[src/rtl/pop_timing_pkg.sv]
// Shared definitions for the pulse timing chain.
//   pc_state_t : period_counter state encoding (IDLE, RUN, FINISH)
//   POP_WIDTH  : default count/period width, shared with the threshold
//                comparators so their `a` input matches `count`
//   POP_CWIDTH : default width of the period-repeat counter
package pop_timing_pkg;

  typedef enum logic [1:0] {
    IDLE   = 2'd0,
    RUN    = 2'd1,
    FINISH = 2'd2
  } pc_state_t;

  localparam int POP_WIDTH  = 16;
  localparam int POP_CWIDTH = 16;

endpackage

[src/rtl/period_counter.sv]
// Programmable period counter for the pulse timing chain.
// Produces a free-running count 0..period-1 that feeds the threshold
// comparators. Runs a programmed number of periods (cycles_in != 0) or
// continuously (cycles_in == 0). New period/cycle settings are staged in
// pending registers and only become active in IDLE or on a period boundary,
// so a period in progress is never shortened or stretched.
//
// Ports:
//   clk       : system clock, rising edge
//   rst_n     : asynchronous active-low reset
//   start     : one-cycle request to begin a run (ignored if period_act == 0)
//   abort     : one-cycle request to stop immediately (wins over start)
//   load      : one-cycle strobe capturing period_in/cycles_in as pending
//   period_in : new period length in clocks (0 is invalid)
//   cycles_in : periods per run, 0 = continuous
//   count     : current count, 0..period_act-1 (registered)
//   wrap      : high during the last count of each period
//   busy      : high while in RUN (registered)
//   done      : one-cycle pulse when a finite run completes (registered)
//   load_ack  : one-cycle pulse when pending values become active (registered)
module period_counter
  import pop_timing_pkg::*;
#(
  parameter int WIDTH  = POP_WIDTH,
  parameter int CWIDTH = POP_CWIDTH
) (
  input  logic              clk,
  input  logic              rst_n,
  input  logic              start,
  input  logic              abort,
  input  logic              load,
  input  logic [WIDTH-1:0]  period_in,
  input  logic [CWIDTH-1:0] cycles_in,
  output logic [WIDTH-1:0]  count,
  output logic              wrap,
  output logic              busy,
  output logic              done,
  output logic              load_ack
);

  localparam logic [WIDTH-1:0]  P_ONE = WIDTH'(1);
  localparam logic [CWIDTH-1:0] C_ONE = CWIDTH'(1);

  pc_state_t         state;
  logic [WIDTH-1:0]  period_act;
  logic [WIDTH-1:0]  period_pend;
  logic [CWIDTH-1:0] cycles_act;
  logic [CWIDTH-1:0] cycles_pend;
  logic [CWIDTH-1:0] remaining;
  logic              pend_valid;
  logic              apply;
  logic              last_period;

  // wrap is a pure decode of registered state and count, so it carries no
  // extra latency and cannot glitch toward the comparators.
  assign wrap = (state == RUN) && (count == period_act - P_ONE);

  // A load sampled on the same edge as a wrap only reaches pend_valid after
  // that edge, so it naturally waits for the following boundary.
  assign apply = pend_valid && ((state == IDLE) || wrap);

  assign last_period = wrap && (cycles_act != '0) && (remaining == C_ONE);

  // Pending values are pure data; pend_valid alone qualifies them.
  always_ff @(posedge clk) begin
    if (load) begin
      period_pend <= period_in;
      cycles_pend <= cycles_in;
    end
  end

  always_ff @(posedge clk or negedge rst_n) begin
    if (!rst_n) begin
      state      <= IDLE;
      count      <= '0;
      busy       <= 1'b0;
      done       <= 1'b0;
      load_ack   <= 1'b0;
      period_act <= '0;
      cycles_act <= '0;
      remaining  <= '0;
      pend_valid <= 1'b0;
    end else begin
      done     <= 1'b0;
      load_ack <= 1'b0;

      // A fresh load overrides the clear so a capture coincident with an
      // apply stays pending for the next opportunity.
      if (load) begin
        pend_valid <= 1'b1;
      end else if (apply) begin
        pend_valid <= 1'b0;
      end

      if (apply) begin
        period_act <= period_pend;
        cycles_act <= cycles_pend;
        load_ack   <= 1'b1;
      end

      case (state)
        IDLE: begin
          count <= '0;
          // start uses the settings active before this edge
          if (start && !abort && (period_act != '0)) begin
            state     <= RUN;
            busy      <= 1'b1;
            remaining <= cycles_act;
          end
        end

        RUN: begin
          if (abort) begin
            state <= IDLE;
            busy  <= 1'b0;
            count <= '0;
          end else if (wrap) begin
            count <= '0;
            if (last_period) begin
              state     <= FINISH;
              busy      <= 1'b0;
              done      <= 1'b1;
              remaining <= '0;
            end else if (apply) begin
              // Newly applied cycle setting counts from the next period.
              remaining <= cycles_pend;
            end else if (cycles_act != '0) begin
              remaining <= remaining - C_ONE;
            end
          end else begin
            count <= count + P_ONE;
          end
        end

        FINISH: begin
          state <= IDLE;
          count <= '0;
        end

        default: begin
          state <= IDLE;
          busy  <= 1'b0;
          count <= '0;
        end
      endcase
    end
  end

endmodule

[config.mk]
export PLATFORM = sky130hd
export DESIGN_NAME = period_counter
export DESIGN_NICKNAME = d
export VERILOG_FILES = /design/src/rtl/pop_timing_pkg.sv /design/src/rtl/period_counter.sv
export SDC_FILE = /design/constraint.sdc
export NUM_CORES = 1
export LEC_CHECK = 0
export CAP_MARGIN = 0
export CORE_MARGIN = 1
export CORE_UTILIZATION = 50
export DETAILED_ROUTE_END_ITERATION = 10
export GPL_ROUTABILITY_DRIVEN = 0
export GPL_TIMING_DRIVEN = 0
export MAX_ROUTING_LAYER = met4
export PLACE_DENSITY = 0.75
export SYNTH_ARGS = -nofsm -noshare
export SYNTH_HDL_FRONTEND = slang
export SYNTH_SLANG_ARGS = --single-unit
[constraint.sdc]
create_clock -name clk -period 2.5 [get_ports clk]
set_input_delay 0.25 -clock clk [delete_from_list [all_inputs] [get_ports clk]]
set_output_delay 0.25 -clock clk [all_outputs]
set_load 0.005 [all_outputs]
* Word-level counts from Yosys, hierarchy flattened
Cells that the tools add are included.
** Word-level totals
- Bits of input ports :: 37
- Logic and storage cells :: 68
- Bits in registers :: 102
- Output and inout bits :: 20
** Operators by class
- Reductions and logical operators :: 16
- Add/sub/neg operators :: 3
- Multiplexer cells :: 27
- Bitwise operators :: 1
- Equality and inequality tests :: 10
** Operators by type and width (count)
- two-way mux 16 bit :: 9
- one-hot mux 16 bit (2 select lines) :: 1
- nonzero test 16 bit :: 2
- subtractor 16 x 1 -> 16 bit (second input constant) :: 2
- adder 16 x 1 -> 16 bit (second input constant) :: 1
- equality test 16 x 1 -> 1 bit (second input constant) :: 1
- equality test 16 bit :: 1
- two-way mux 1 bit :: 11
- two-way mux 2 bit :: 4
- logical AND 1 bit :: 6
- != test 3 bit (second input constant) :: 2
- AND reduction 5 bit :: 1
- != test 2 bit (second input constant) :: 2
- != test 4 x 3 -> 1 bit (second input constant) :: 1
- one-hot mux 2 bit (2 select lines) :: 1
- AND reduction 4 bit :: 1
- nonzero test 2 bit :: 2
- one-hot mux 1 bit (3 select lines) :: 1
- AND reduction 3 bit :: 1
- equality test 2 x 1 -> 1 bit (second input constant) :: 1
- equality test 2 bit (second input constant) :: 1
- zero test 2 bit :: 1
- != test 2 x 1 -> 1 bit (second input constant) :: 1
- zero test 1 bit :: 1
- 2 further kinds :: 2

* Longest topological paths before layout
- Depth after elaboration :: 10
- Mapped depth :: 12
- Gate-level depth less buffers :: 10

* Least setup slack after synthesis
Ideal clock, no wire load.
- Path kind :: reg2reg
- Start point :: reg period_act[2]
- End point :: reg cycles_act[0]
- Data required time :: 2.375 ns
- Path slack :: -0.255 ns
- Buffers on the path :: 3
- Cell stages (with the launch flop) :: 11
- Arrival time :: 2.630 ns
- Setup time :: 0.125 ns
- Clock period less this slack :: 2.755 ns
- Cells stage by stage :: dfrtp_1 buf_4 nor4_4 buf_4 nand4_1 a211o_1 a32oi_2 nand4_1 a21oi_4 buf_4 mux2_2
** Between the ends
- Cells in the longest elaborated chain, start to end :: 5
** RTL lines
- start: declaration :: RTL line period_counter.sv:45 : logic [WIDTH-1:0] period_act;
- start signal: assignment :: RTL line period_counter.sv:96 : period_act <= period_pend;
- subtractor 16 x 1 -> 16 bit :: RTL line period_counter.sv:56 : assign wrap = (state == RUN) && (count == period_act - P_ONE);
- equality test 16 bit :: RTL line period_counter.sv:56
- logical AND 1 bit :: RTL line period_counter.sv:56
- logical OR 1 bit :: RTL line period_counter.sv:60 : assign apply = pend_valid && ((state == IDLE) || wrap);
- logical AND 1 bit :: RTL line period_counter.sv:60
- end signal: assignment :: RTL line period_counter.sv:97 : cycles_act <= cycles_pend;
- end: declaration :: RTL line period_counter.sv:47 : logic [CWIDTH-1:0] cycles_act;
Every way passes these cells.
A chain may end at the register's enable or synchronous reset.

* Worst setup path after layout
- Start point :: reg period_act[4]
- End point :: reg remaining[2]
** Between the ends
- Cells in the longest elaborated chain, start to end :: 10
- Elaborated cells between the ends (all ways) :: 18
- Those cells by class :: 1 x add/sub; 4 x eq/ne; 5 x mux; 8 x reduce/logical
** RTL lines
- subtractor 16 x 1 -> 16 bit :: RTL line period_counter.sv:56
- equality test 16 bit :: RTL line period_counter.sv:56
- logical AND 1 bit :: RTL line period_counter.sv:56
- logical OR 1 bit :: RTL line period_counter.sv:60
- logical AND 1 bit :: RTL line period_counter.sv:60
- two-way mux 16 bit :: RTL line period_counter.sv:124 : end else if (apply) begin
- two-way mux 16 bit :: RTL line period_counter.sv:119 : if (last_period) begin
- two-way mux 16 bit :: RTL line period_counter.sv:117 : end else if (wrap) begin
- two-way mux 16 bit :: RTL line period_counter.sv:113 : if (abort) begin
- one-hot mux 16 bit (2 select lines) :: RTL line period_counter.sv:101 : case (state)
- end signal: assignment :: RTL line period_counter.sv:108 : remaining <= cycles_act;
- end signal: assignment :: RTL line period_counter.sv:126 : remaining <= cycles_pend;
- end signal: assignment :: RTL line period_counter.sv:128 : remaining <= remaining - C_ONE;
- end: declaration :: RTL line period_counter.sv:49 : logic [CWIDTH-1:0] remaining;
Parallel ways exist; a longest one is shown, timed or not. The select of a mux whose other input is x is not followed.

==> out/summary.md <==
The flow ran to the end, but the final reports show violations. The final reports fail on hold timing, setup timing. The end point of the critical path was remaining[2].

The run gives -4.05 ps as the post-route worst hold slack. Combinational cells account for 28.9% of the total power. The min-delay analysis places its worst path in the category in2async. In the global route stage, overall resource usage came out at 25.0%. The tools report the max-slew violation count as 0. STA puts the critical path data required time at 2770 ps. After the flow finishes, the layout carries non-filler instances totaling 678. For the global route total overflow, the log shows 0. Timing would allow up to 339 MHz.

The minimum clock period was 2950 ps. Most used flip-flop cell after synthesis: dfrtp_1. Buffers inserted to repair hold after CTS numbered 0.

Synthesis produced a netlist whose cell count is 434. The number of cells on the worst reg-to-reg path is 14. Adding up every negative setup slack in the final design gives -21,880 ps.

The post-DP HPWL was 7.67 mm; the detailed-route via count was 4,029. The count of clock tree sinks is 102, and the post-synthesis area per instance is 11.7 sq um. Final period utilization: 118%. The initialized floorplan defines 36 standard-cell rows. The analysis attributes to net switching a power of 1.55 mW.

The layout overhead on the synthesized area came out at 35.4%. The library cells used most frequently in the layout, excluding fill and tap cells, are dfrtp_1, clkdlybuf4s50_1, edfxtp_1, xor2_1, buf_4. In this run the critical register-to-register path is captured at remaining[2]. Final number of hold-violating endpoints: 1. The final layout contains 581 nets. The tool flagged a number of max-cap violations equal to 0.

The worst setup path is launched from a register. The number of I/O pins is 57, and the distinct cell type count after synthesis is 52. In the final layout, the share of cells above drive strength 1 is 31.2%. Setup repair after global routing could not meet its margin everywhere. The die covers 10,500 sq um. The chip height is 103 microns, and the setup slack on the worst flop-to-flop path is -450 ps. The tools report the remaining max-slew budget at the tightest pin as 40.4%. The post-synthesis net count came out at 475. The setup violation total in the final timing report is 70, and the maximum number of pins on one net before global-route repair is 71.

Summing internal, switching and leakage power gives 4.60 mW. The number of antenna violations at the first check in global routing came out at 0. The starting DRC count in detailed routing was 385; the clock transition at the registers of the reported paths was 100 ps. For the number of placed instances, taps included, the log shows 623.

The routed wire length came out at 12.8 mm. The share of the Yosys chip area taken by registers is 53.5%. Reg-to-reg critical path startpoint: period_act[4].

The total core area came out at 9820 sq um. The worst setup slack after layout was -448 ps; the share of async-settable or async-resettable flops after synthesis was 68.6%. The register bit count reported by yosys was 102. The endpoint class of the critical path is a register. Antenna diode count: 0. Average detailed-routed wire length per instance: 18.8 microns.

The class of the most critical setup path was reg2reg. Registers are responsible for 48.4% of the overall power. In this run switching power makes up 33.8% of total power. The critical path starts at period_act[4]. Initial cell density of the core: 51.6%.

The logs give 0 for the number of antenna-violating nets in the routed design and 3 for the number of H-tree levels. The worst-case IR drop observed on VDD is 0.424 mV. Dividing total power by cell area gives a power density of 670 nW/um^2. For this design the static power due to leakage is 2.78 nW. The count of input and output buffers was 56; the die boundary width was 103 microns.

The via count of the first global-routing pass was 3,841; the worst-skew pair later-pin latency was 380 ps. The Yosys step of the flow raised 0 warnings. For the internal power, the log shows 3.04 mW. The slew of the pin with the lowest slew margin is 894 ps, and the detail-routed via count per cell is 5.94. Clock skew on the completed layout was measured at 9.26 ps.

The largest fanout on the critical path was 5; the synthesized cell area was 5070 sq um. The root buffer cell is clkbuf_8. Before CTS, the worst setup slack after placement is -591 ps.

After detailed routing, the number of remaining DRC violations is 0. Leaving out fill and tap cells, the most frequent cell in the layout is dfrtp_1. TritonCTS built the clock tree. Counting along the longest clock path gives a buffer depth of 2. Buffers inserted during clock tree synthesis total 9. The fraction of power consumed by the clock network was 22.7%. The critical path arrival was 3220 ps; the iteration count of the initial detailed-routing pass was 6.

The first global-routing pass estimated 19.4 mm of wire. Yosys mapped a number of flops with a built-in enable equal to 32.
synthesized netlist by cell type (2+ instances only):
cell,instances,area share [%]
a21o_1,4,0.59
or4_1,4,0.59
nand3_1,18,1.8
or3_1,4,0.49
ha_1,4,0.99
o31ai_1,3,0.44
a21oi_1,4,0.40
buf_6,2,0.44
xor2_1,27,4.7
nor4_4,2,0.84
o21ai_2,9,1.6
nor2_1,32,2.4
a31oi_1,17,2.1
nor4_1,11,1.4
edfxtp_1,32,19
nor2b_1,3,0.37
o21ai_1,6,0.59
nor3_1,11,1.1
mux2_2,20,4.4
o21ai_0,4,0.40
mux2i_1,15,3.0
o22ai_1,2,0.25
dfrtp_1,70,35
nor3b_1,2,0.30
nand2b_1,4,0.49
nand2_1,17,1.3
nand4_1,10,1.2
buf_4,5,0.74
clkbuf_1,10,0.74
xnor2_1,19,3.3
and4_1,2,0.35
and3_1,21,2.6
mux2_1,9,2.0
o211ai_1,3,0.44
inv_1,11,0.82
power groups by stage:
stage	combinational (mW)	clock [mW]	sequential, mW
final	1.33	1.04	2.23
after floorplan	0.724	0	2.17
after detailed placement	0.969	0	2.25
after global routing	1.43	1.15	2.25
after global placement	0.930	0	2.24
after CTS	1.11	1.07	2.20
stage by stage:
stage / hold slack (ps) / area, sq um / util, %
2_1_floorplan: -45.6 / 5090 / -
3_3_place_gp: 448 / 5820 / 59.3
3_5_place_dp: 445 / 5810 / 59.2
4_1_cts: 25.3 / 6380 / 65.0
5_1_grt: 44.6 / 6860 / 69.9
6_report: -4.05 / 6860 / 69.9
per-layer routing:
layer | track usage [%] | vias up | wire, microns
met5 | - | - | 0
met4 | 10.5 | 0 | 302
met3 | 4.27 | 32 | 802
met2 | 37.9 | 179 | 6140
met1 | 33.3 | 2005 | 5530
li1 | - | 1813 | -
critical path, stage by stage, from the launching register on:
cell       delay, ps
dfrtp_1          540
nor4_4            90
buf_6            140
buf_4            130
buf_4            130
a31oi_1          280
o22ai_1          180
a2111oi_4        290
nand4_1          220
buf_4            200
or2_4            240
nand3_4          110
buf_6            110
buf_12           110
o21ai_2           60
worst min path at each step:
stage | depth (start not counted) | from | slack (ps) | to
after floorplan | 0 | rst_n | -50 | busy
after global placement | 1 | period_pend[14] | 450 | period_act[14]
after detailed placement | 1 | rst_n | 440 | period_act[13]
after CTS | 1 | rst_n | 30 | period_act[13]
after global routing | 1 | rst_n | 40 | period_act[13]
final | 1 | rst_n | -4 | period_act[13]
sequential cells by signal, indices dropped and copies added (netlist names):
register / cells
count: 16
cycles_act: 16
done: 1
state: 2
period_act: 16
busy: 1
cycles_pend: 16
remaining: 16
period_pend: 16
pend_valid: 1
load_ack: 1
cells by family after synthesis:
family | Yosys count | synth area share, %
compound gates | 59 | 8.25
xor+xnor | 46 | 7.95
fa+ha+maj | 4 | 0.988
buf+inv | 30 | 3.14
flops | 102 | 53.5
mux | 44 | 9.41
simple gates | 149 | 16.7
final cells by class:
cell class | instances | area (sq um)
multi-input combinational | 302 | 2550
sequential | 102 | 2720
clock inverter | 7 | 78.8
inverter | 11 | 41.3
fill | 715 | 2960
tap | 133 | 166
clock buffer | 9 | 124
buffer | 17 | 175
timing repair buffer | 97 | 1010
timing repair:
item,in CTS,in global routing
endpoints found under the setup margin,70,71
pin swaps,20,26
buffers inserted,21,18
gates cloned,2,1
gates resized for setup,44,84
No activity file was read; power rests on OpenSTA's default activity.
